File: src/rtl/i2c_scl_gen.sv
// I2C master SCL generator: runtime half-period, slave clock-stretch handling with
// timeout, phase tick strobes for the SDA shifter, and park-high on disable.
module i2c_scl_gen #(
  parameter int CNT_W       = 16,
  parameter int SYNC_STAGES = 2,
  parameter int TMO_CYCLES  = 4096,
  parameter int TMO_W       = 13
) (
  input  logic             clk,
  input  logic             rst,
  input  logic             enable,
  input  logic [CNT_W-1:0] half_period,
  input  logic             stretch_en,
  input  logic             scl_in,
  output logic             scl_out,
  output logic             fall_tick,
  output logic             rise_tick,
  output logic             mid_low_tick,
  output logic             mid_high_tick,
  output logic             stretching,
  output logic             stretch_tmo,
  output logic             busy
);

  typedef enum logic [1:0] {S_IDLE, S_LOW, S_STRETCH, S_HIGH} state_t;

  localparam logic [CNT_W-1:0] HP_MIN   = CNT_W'(4);
  localparam logic [TMO_W-1:0] TMO_LAST = TMO_W'(TMO_CYCLES - 1);
  localparam logic [TMO_W-1:0] STR_MIN  = TMO_W'(SYNC_STAGES + 1);
  localparam bit               TMO_ON   = (TMO_CYCLES != 0);

  state_t                 state_q, state_d;
  logic [CNT_W-1:0]       cnt_q, cnt_d;
  logic [CNT_W-1:0]       hpe_q, hpe_d;
  logic [CNT_W-1:0]       hp_clamp;
  logic [TMO_W-1:0]       tcnt_q, tcnt_d;
  logic [SYNC_STAGES-1:0] sync_q;
  logic                   scl_sync;
  logic                   scl_sync_d;
  logic                   last_cnt;
  logic                   tmo_hit;

  assign hp_clamp   = (half_period < HP_MIN) ? HP_MIN : half_period;
  assign last_cnt   = (cnt_q == hpe_q - CNT_W'(1));
  assign scl_sync   = sync_q[SYNC_STAGES-1];
  // Value the synchroniser output will hold next cycle, so stretching can be registered.
  assign scl_sync_d = sync_q[SYNC_STAGES-2];

  always_comb begin
    state_d = state_q;
    cnt_d   = cnt_q;
    hpe_d   = hpe_q;
    tcnt_d  = tcnt_q;
    tmo_hit = 1'b0;
    case (state_q)
      S_IDLE: begin
        cnt_d  = '0;
        tcnt_d = '0;
        if (enable) begin
          state_d = S_LOW;
          hpe_d   = hp_clamp;
        end
      end
      S_LOW: begin
        if (last_cnt) begin
          cnt_d = '0;
          if (stretch_en) begin
            state_d = S_STRETCH;
            tcnt_d  = '0;
          end else begin
            state_d = S_HIGH;
            hpe_d   = hp_clamp;
          end
        end else begin
          cnt_d = cnt_q + CNT_W'(1);
        end
      end
      S_STRETCH: begin
        if (!stretch_en || scl_sync) begin
          state_d = S_HIGH;
          hpe_d   = hp_clamp;
        end else if (TMO_ON && tcnt_q == TMO_LAST) begin
          state_d = S_IDLE;
          tmo_hit = 1'b1;
        end else if (tcnt_q != '1) begin
          tcnt_d = tcnt_q + TMO_W'(1);
        end
      end
      S_HIGH: begin
        if (last_cnt) begin
          cnt_d = '0;
          if (enable) begin
            state_d = S_LOW;
            hpe_d   = hp_clamp;
          end else begin
            state_d = S_IDLE;
          end
        end else begin
          cnt_d = cnt_q + CNT_W'(1);
        end
      end
      default: state_d = S_IDLE;
    endcase
  end

  always_ff @(posedge clk) begin
    if (rst) begin
      state_q       <= S_IDLE;
      cnt_q         <= '0;
      hpe_q         <= '0;
      tcnt_q        <= '0;
      sync_q        <= '1;
      scl_out       <= 1'b1;
      fall_tick     <= 1'b0;
      rise_tick     <= 1'b0;
      mid_low_tick  <= 1'b0;
      mid_high_tick <= 1'b0;
      stretching    <= 1'b0;
      stretch_tmo   <= 1'b0;
      busy          <= 1'b0;
    end else begin
      state_q       <= state_d;
      cnt_q         <= cnt_d;
      hpe_q         <= hpe_d;
      tcnt_q        <= tcnt_d;
      sync_q        <= {sync_q[SYNC_STAGES-2:0], scl_in};
      // Outputs are decoded from next-state values so every strobe is a flop output.
      scl_out       <= (state_d != S_LOW);
      fall_tick     <= (state_d == S_LOW)  && (state_q != S_LOW);
      rise_tick     <= (state_d == S_HIGH) && (state_q != S_HIGH);
      mid_low_tick  <= (state_d == S_LOW)  && (cnt_d == (hpe_d >> 1));
      mid_high_tick <= (state_d == S_HIGH) && (cnt_d == (hpe_d >> 1));
      stretching    <= (state_d == S_STRETCH) && (tcnt_d >= STR_MIN) && !scl_sync_d;
      stretch_tmo   <= tmo_hit;
      busy          <= (state_d != S_IDLE);
    end
  end

endmodule

File: config.mk
export PLATFORM = sky130hd
export DESIGN_NAME = i2c_scl_gen
export DESIGN_NICKNAME = d
export VERILOG_FILES = /design/src/rtl/i2c_scl_gen.sv
export SDC_FILE = /design/constraint.sdc
export NUM_CORES = 1
export LEC_CHECK = 0
export CORE_UTILIZATION = 23
export CTS_CLUSTER_DIAMETER = 80
export CTS_CLUSTER_SIZE = 30
export DETAILED_ROUTE_END_ITERATION = 8
export HOLD_SLACK_MARGIN = 0.08
export PLACE_DENSITY_LB_ADDON = 0.05
export SLEW_MARGIN = 0
export SYNTH_ARGS = -nofsm -noshare
export SYNTH_HDL_FRONTEND = slang
export SYNTH_SLANG_ARGS = --single-unit
File: constraint.sdc
create_clock -name clk -period 3.9 [get_ports clk]
set_clock_uncertainty 0.15 [all_clocks]
set_input_delay 0.78 -clock clk [delete_from_list [all_inputs] [get_ports clk]]
set_output_delay 0.78 -clock clk [all_outputs]
set_load 0.02 [all_outputs]
; After elaboration in Yosys (flattened, before gate mapping)
; Index checks and enable logic that the tools add are counted.
[totals]
register_bits = 57
in_bits = 21
output_inout_bits = 8
[op_classes]
add_sub_neg = 3
magnitude_cmp = 2
n_eq_ne = 17
n_mux = 24
bitwise = 1
n_reduce_logical = 14
[op_table]
columns = op, n
row1 = $mux 16, 7
row2 = $mux 13, 5
row3 = $pmux 16 s4, 1
row4 = $pmux 13 s3, 1
row5 = $pmux 16 s2, 1
row6 = $add 16x1->16 const B, 1
row7 = $eq 16x15->1, 1
row8 = $eq 16x16->1, 1
row9 = $lt 16x3->1 const B, 1
row10 = $sub 16x1->16 const B, 1
row11 = $add 13x1->13 const B, 1
row12 = $eq 13x12->1 const B, 1
row13 = $ge 13x2->1 const B, 1
row14 = $ne 13x13->1 const B, 1
row15 = $mux 2, 5
row16 = $ne 2x2->1 const B, 5
row17 = $eq 2x2->1 const B, 4
row18 = $pmux 2 s4, 1
row19 = $logic_and 1x1->1, 6
row20 = $eq 2x1->1 const B, 2
row21 = $ne 2x1->1 const B, 2
row22 = $reduce_and 4->1, 1
row23 = $mux 1, 3
row24 = $reduce_or 3->1, 1
row25 = other kinds (6), 7

; Depth between registers and ports, before layout
[depth]
word_depth = 8
ltp_mapped = 15
ltp_nobuf = 13

; Worst setup path after synthesis
; OpenSTA, ideal clock, no wires.
[synth_path]
path_kind = register to register
start = register hpe_q[2]
end = register mid_high_tick
arrival_ps = 4101
setup_slack_ps = -443
path_stages_with_launch = 13
path_buffers = 1
cell_sequence = dfxtp_1 buf_6 or4_4 or4b_1 a21oi_1 mux2i_1 or4_4 o311a_1 o32a_1 xor2_1 or3b_1 or4_1 nor4_1
[synth_between]
elab_chain_len = 6
[synth_lines]
columns = item, line
row1 = "start, declared", 34  ; logic [CNT_W-1:0] hpe_q, hpe_d;
row2 = "start signal, assigned", 124  ; hpe_q <= hpe_d;
row3 = $sub 16x1->16, 44  ; assign last_cnt = (cnt_q == hpe_q - CNT_W'(1));
row4 = $eq 16x16->1, 44
row5 = "$mux 16, or another cell as far along", 90  ; if (last_cnt) begin
row6 = "$pmux 16 s4, or another cell as far along", 55  ; case (state_q)
row7 = $eq 16x15->1 or $eq 2x2->1 (tied branches), 132  ; mid_high_tick <= (state_d == S_HIGH) && (cnt_d == (hpe_d >> 1));
row8 = $logic_and 1x1->1 (*), 132
row9 = "end signal, assigned", 132
row10 = "end, declared", 19  ; output logic mid_high_tick,
; Every way passes the cells marked *; elsewhere a longest branch is shown, timed or not. The select of a mux whose other input is x is not followed.
; A chain may end at the register's enable or synchronous reset.

; Worst setup path in the final report
[layout_path]
start = register hpe_q[8]
end = register mid_low_tick
[layout_between]
elab_chain_len = 6
[layout_lines]
columns = item, line
row1 = $sub 16x1->16, 44
row2 = $eq 16x16->1, 44
row3 = "$mux 16, or another cell as far along", 90
row4 = "$pmux 16 s4, or another cell as far along", 55
row5 = $eq 16x15->1 or $eq 2x1->1 (tied branches), 131  ; mid_low_tick <= (state_d == S_LOW) && (cnt_d == (hpe_d >> 1));
row6 = $logic_and 1x1->1 (*), 131
row7 = "end signal, assigned", 131
row8 = "end, declared", 18  ; output logic mid_low_tick,
; Marks and branches as above.

==> results.md <==
- The synthesized design contains 0 enable-type register cells.
- OpenSTA, run right after detailed placement, puts the worst setup slack at -0.4709 ns.
- Summed over all cells, the static leakage comes to about 0.0024 uW.
- The most common library cell in the layout ignoring fill and taps is buf_4.
- Cells with a size suffix above 1 make up 27.86% of the layout.
- With fillers left out, the area of the finished cells amounts to 6056 sq um.
- Setup slack on the worst reg-to-reg path comes out at -0.36 ns.
- The floorplan step defined a die boundary enclosing 18,530 sq um.
- The count of unresolved DRC violations after routing is 0.
- Summing all placed instances gives a cell area of around 5500 sq um.
- The cell depth of the worst min-delay path is 1.
- Relative to the synthesized area, the layout overhead comes to 46.36%.
- The final route contains 4,660 vias.
- For the final routed database, the setup TNS stands at -0.7161 ns.
- Setup slack on the critical path of the routed design comes to -0.3640 ns.
- The number of buffers added to fix hold violations after cts is 0.
- The startpoint class of the critical path is a flop.
- The first-pass GRT wire length is 27,370 um.
- At the pin with the least slew margin, the transition time is 1.142 ns.
- The worst relative slew slack is 23.84%.
- Clock tree synthesis inserted a total of 9 buffers.
- The detailed router finished its first iteration with 241 violations.
- The average wire per cell in the routed design is 19.08 um.
- The global-route total usage across every layer is just over 20%.
- Using the TritonRoute via totals, the vias-per-cell ratio works out to 5.038.
- The height of the die is 136.1 um.
- The worst hold path terminates at sync_q[1]$_SDFF_PP1_.
- The endpoint of the worst-slack reg-to-reg timing path is mid_low_tick$_SDFF_PP0_.
- In this run the mean area of a mapped cell was roughly 7.4 sq um.
- The post-layout minimum cycle time is 4.264 ns.
- Clock latency on the worst-skew pair, taken at its later pin, is 0.34 ns.
- Counting distinct cell types in the post-synthesis netlist gives 67.
- The master cell of the clock root buffer is clkbuf_16.
- Entering global routing, the biggest net connects 53 pins.
- Along the worst path, the maximum fanout reaches 8.
- The initial utilization of the core area, before any placement, comes to 23.76%.
- The die outline width is 136.1 um.
- Setup violations remaining at the end of the flow were counted as 2.
- The Yosys warning count is 0.
- The checks that failed: negative setup slack.
- The clock tree from TritonCTS is done.
- The number of buffers inserted by port buffering is 28.
- The number of diodes is 0.
- The final layout contains 721 nets.
- The post-synthesis instance area is 4138 sq um.
- For this block, the routed nets add up to 17,650 um of wire.
- The run finished, with violations left.
- The total core area is 17,420 sq um.
- The remaining global-route overflow is 0.
- For this design the ratio of total power to cell area is 311.9 nW/um^2.
- The worst register-to-register path has a depth of 12.
- The most instantiated flip-flop cell in the synthesis netlist is dfxtp_1.
- Sorting the synthesized cells by area gives the leading types as dfxtp_1 28%, nor2_1 7.2%, xnor2_1 5.5%.
- Max-cap violations in this run came to 0.
- The total design power is 1889 uW.
- The number of antenna violations at the first check in global routing was 0.
- The H-tree was split into 3 levels.
- The number of global-route vias before repair is 4,628.
- In the synthesized netlist the async set-or-reset flop fraction comes to 0%.
- The type of the setup path with the least slack is reg2reg.
- The post-DP HPWL is 13,790 um.
- The number of clock sinks is 57.
- The cell count after synthesis is approximately 560.
- The worst hold path begins at sync_q[0]$_SDFF_PP1_.
- The number of iterations in the first detailed-routing pass is 4.
- The top cell types in the final layout, fill and taps aside, are 133 x buf_4, 76 x nor2_1, 57 x dfxtp_1.
- The flip-flop and latch count after synthesis is 57.
- The endpoint class of the critical path is a flop.
- Setup repair after global routing could not meet its margin everywhere.
- The startpoint of the worst-slack reg-to-reg timing path is hpe_q[8]$_SDFF_PP0_.
- The tightest hold path in the finished design has a slack of 0.2911 ns.
- The clock transition at the register clock pins on the worst setup and hold paths after CTS is 0.05 ns.
- The endpoint required time on the critical path is approximately 4.0 ns.
- For the worst setup path, the data arrival time is 4.37 ns.
- The worst hold path belongs to the class reg2reg.
- The number of max-slew violations in the final report came to 0.
- At the end of routability-driven placement, the weighted congestion stood at around 0.86.
- The initialized floorplan defines 48 standard-cell rows.
- The fmax is roughly 230 MHz.
- The number of buffers between clock root and the deepest sink is 2.
- The final count of hold timing violations is 0.
- The share of Yosys cell area claimed by the top area cell type is between 20% and 30%.
- For this run, the register share of the synthesized area comes to 27.58%.
- The number of top-level pins is 29.
- The post-synthesis net count is 583.
- The largest total area in the synthesized netlist belongs to dfxtp_1.
- The final period utilization is 109.3%.
- Once detail routing completed, the nets flagged for antenna violations numbered 0.
- The peak supply drop is 0.2005 mV.
## how the worst max path moves through the flow
stage / slack, ns / start / cells after the start / to
after global routing: -0.44 / hpe_q[8]$_SDFF_PP0_ / 14 / mid_high_tick$_SDFF_PP0_
after detailed placement: -0.47 / hpe_q[8]$_SDFF_PP0_ / 13 / mid_low_tick$_SDFF_PP0_
after floorplan: -0.21 / hpe_q[8]$_SDFF_PP0_ / 12 / mid_low_tick$_SDFF_PP0_
final: -0.36 / hpe_q[8]$_SDFF_PP0_ / 12 / mid_low_tick$_SDFF_PP0_
after CTS: -0.43 / hpe_q[8]$_SDFF_PP0_ / 11 / mid_low_tick$_SDFF_PP0_
after global placement: -0.44 / hpe_q[8]$_SDFF_PP0_ / 12 / mid_high_tick$_SDFF_PP0_
## stage by stage
stage	cells	utilization [%]
finish	925	34.77
CTS	921	33.98
global placement	905	31.69
detailed placement	905	31.69
global route	925	34.77
floorplan	559	-
## layout make-up
cell class / count / area (sq um)
Fill cell: 1888 / 11360
Multi-Input combinational cell: 454 / 2977
Timing Repair Buffer: 164 / 1316
Sequential cell: 57 / 1141
Tap cell: 225 / 281.5
Clock buffer: 10 / 229.0
Clock inverter: 4 / 70.07
Inverter: 11 / 41.29
## repair_timing
| action | 4_1_cts | 5_1_grt |
|---|---|---|
| gates resized for setup | 18 | 20 |
| setup endpoints to repair | 6 | 9 |
| endpoints found under the hold margin | 0 | 0 |
| pin swaps | 6 | 8 |
| buffers inserted | 2 | 5 |
## per-layer routing
layer / part of all wire, % / GRT usage [%] / vias to the layer above
met4: 2.6 / 8.457 / 0
met5: 0 / 0 / -
met2: 48 / 33.45 / 82
li1: - / - / 2286
met1: 46 / 26.09 / 2266
met3: 3.3 / 2.610 / 26
## critical path, stage by stage (launching register included)
cell and delay (ns):
dfxtp_1 0.31, or4_4 0.54, buf_4 0.15, or4_4 0.41, nor2_2 0.10, xnor2_1 0.08
or4_4 0.59, o311a_1 0.33, o32a_1 0.32, xor2_1 0.15, or3b_1 0.38, or4_4 0.54
nor4_2 0.14
## registers in the layout (all words and copies together) (netlist names)
register,count
busy,1
cnt_q,16
fall_tick,1
hpe_q,16
mid_high_tick,1
mid_low_tick,1
rise_tick,1
scl_out,1
state_q,2
stretch_tmo,1
stretching,1
sync_q,2
tcnt_q,13
## logic make-up (layout without fill, tap and decap cells)
family / after synthesis / after routing / synth area share, %
and+or+nand+nor: 259 / 259 / 31.57
AOI/OAI and AO/OA: 126 / 126 / 20.41
DFF: 57 / 57 / 27.58
buffers and inverters: 48 / 189 / 4.808
xor gates and xnor gates: 46 / 46 / 9.737
muxes: 20 / 20 / 4.989
adders and majority gates: 3 / 3 / 0.9073
## cell usage after synthesis (4+ instances only)
master    count
nor2b_1      19
o31ai_1       4
nor3_1       22
a21oi_1      28
nor4_1       11
xnor2_1      26
and2_1        5
a31oi_1       5
nor2_1       79
o21ai_0      21
nand2_1      44
mux2_2        5
a22oi_1       5
inv_1        11
xor2_1       20
dfxtp_1      57
o22ai_1      11
nand4_1       5
nand3_1      25
clkbuf_1     30
or2_2         7
nand2b_1      8
mux2i_1      15
nor3b_1       4
o211ai_1      7
and3_1        8
or4_1         4
a211oi_1      8
## power by group
group	total, uW	internal [uW]	switching (uW)
Sequential	610	599	11.0
Clock	834	549	285
Combinational	444	214	231
Total	1890	1360	527
Power figures use the tool's default switching activity.
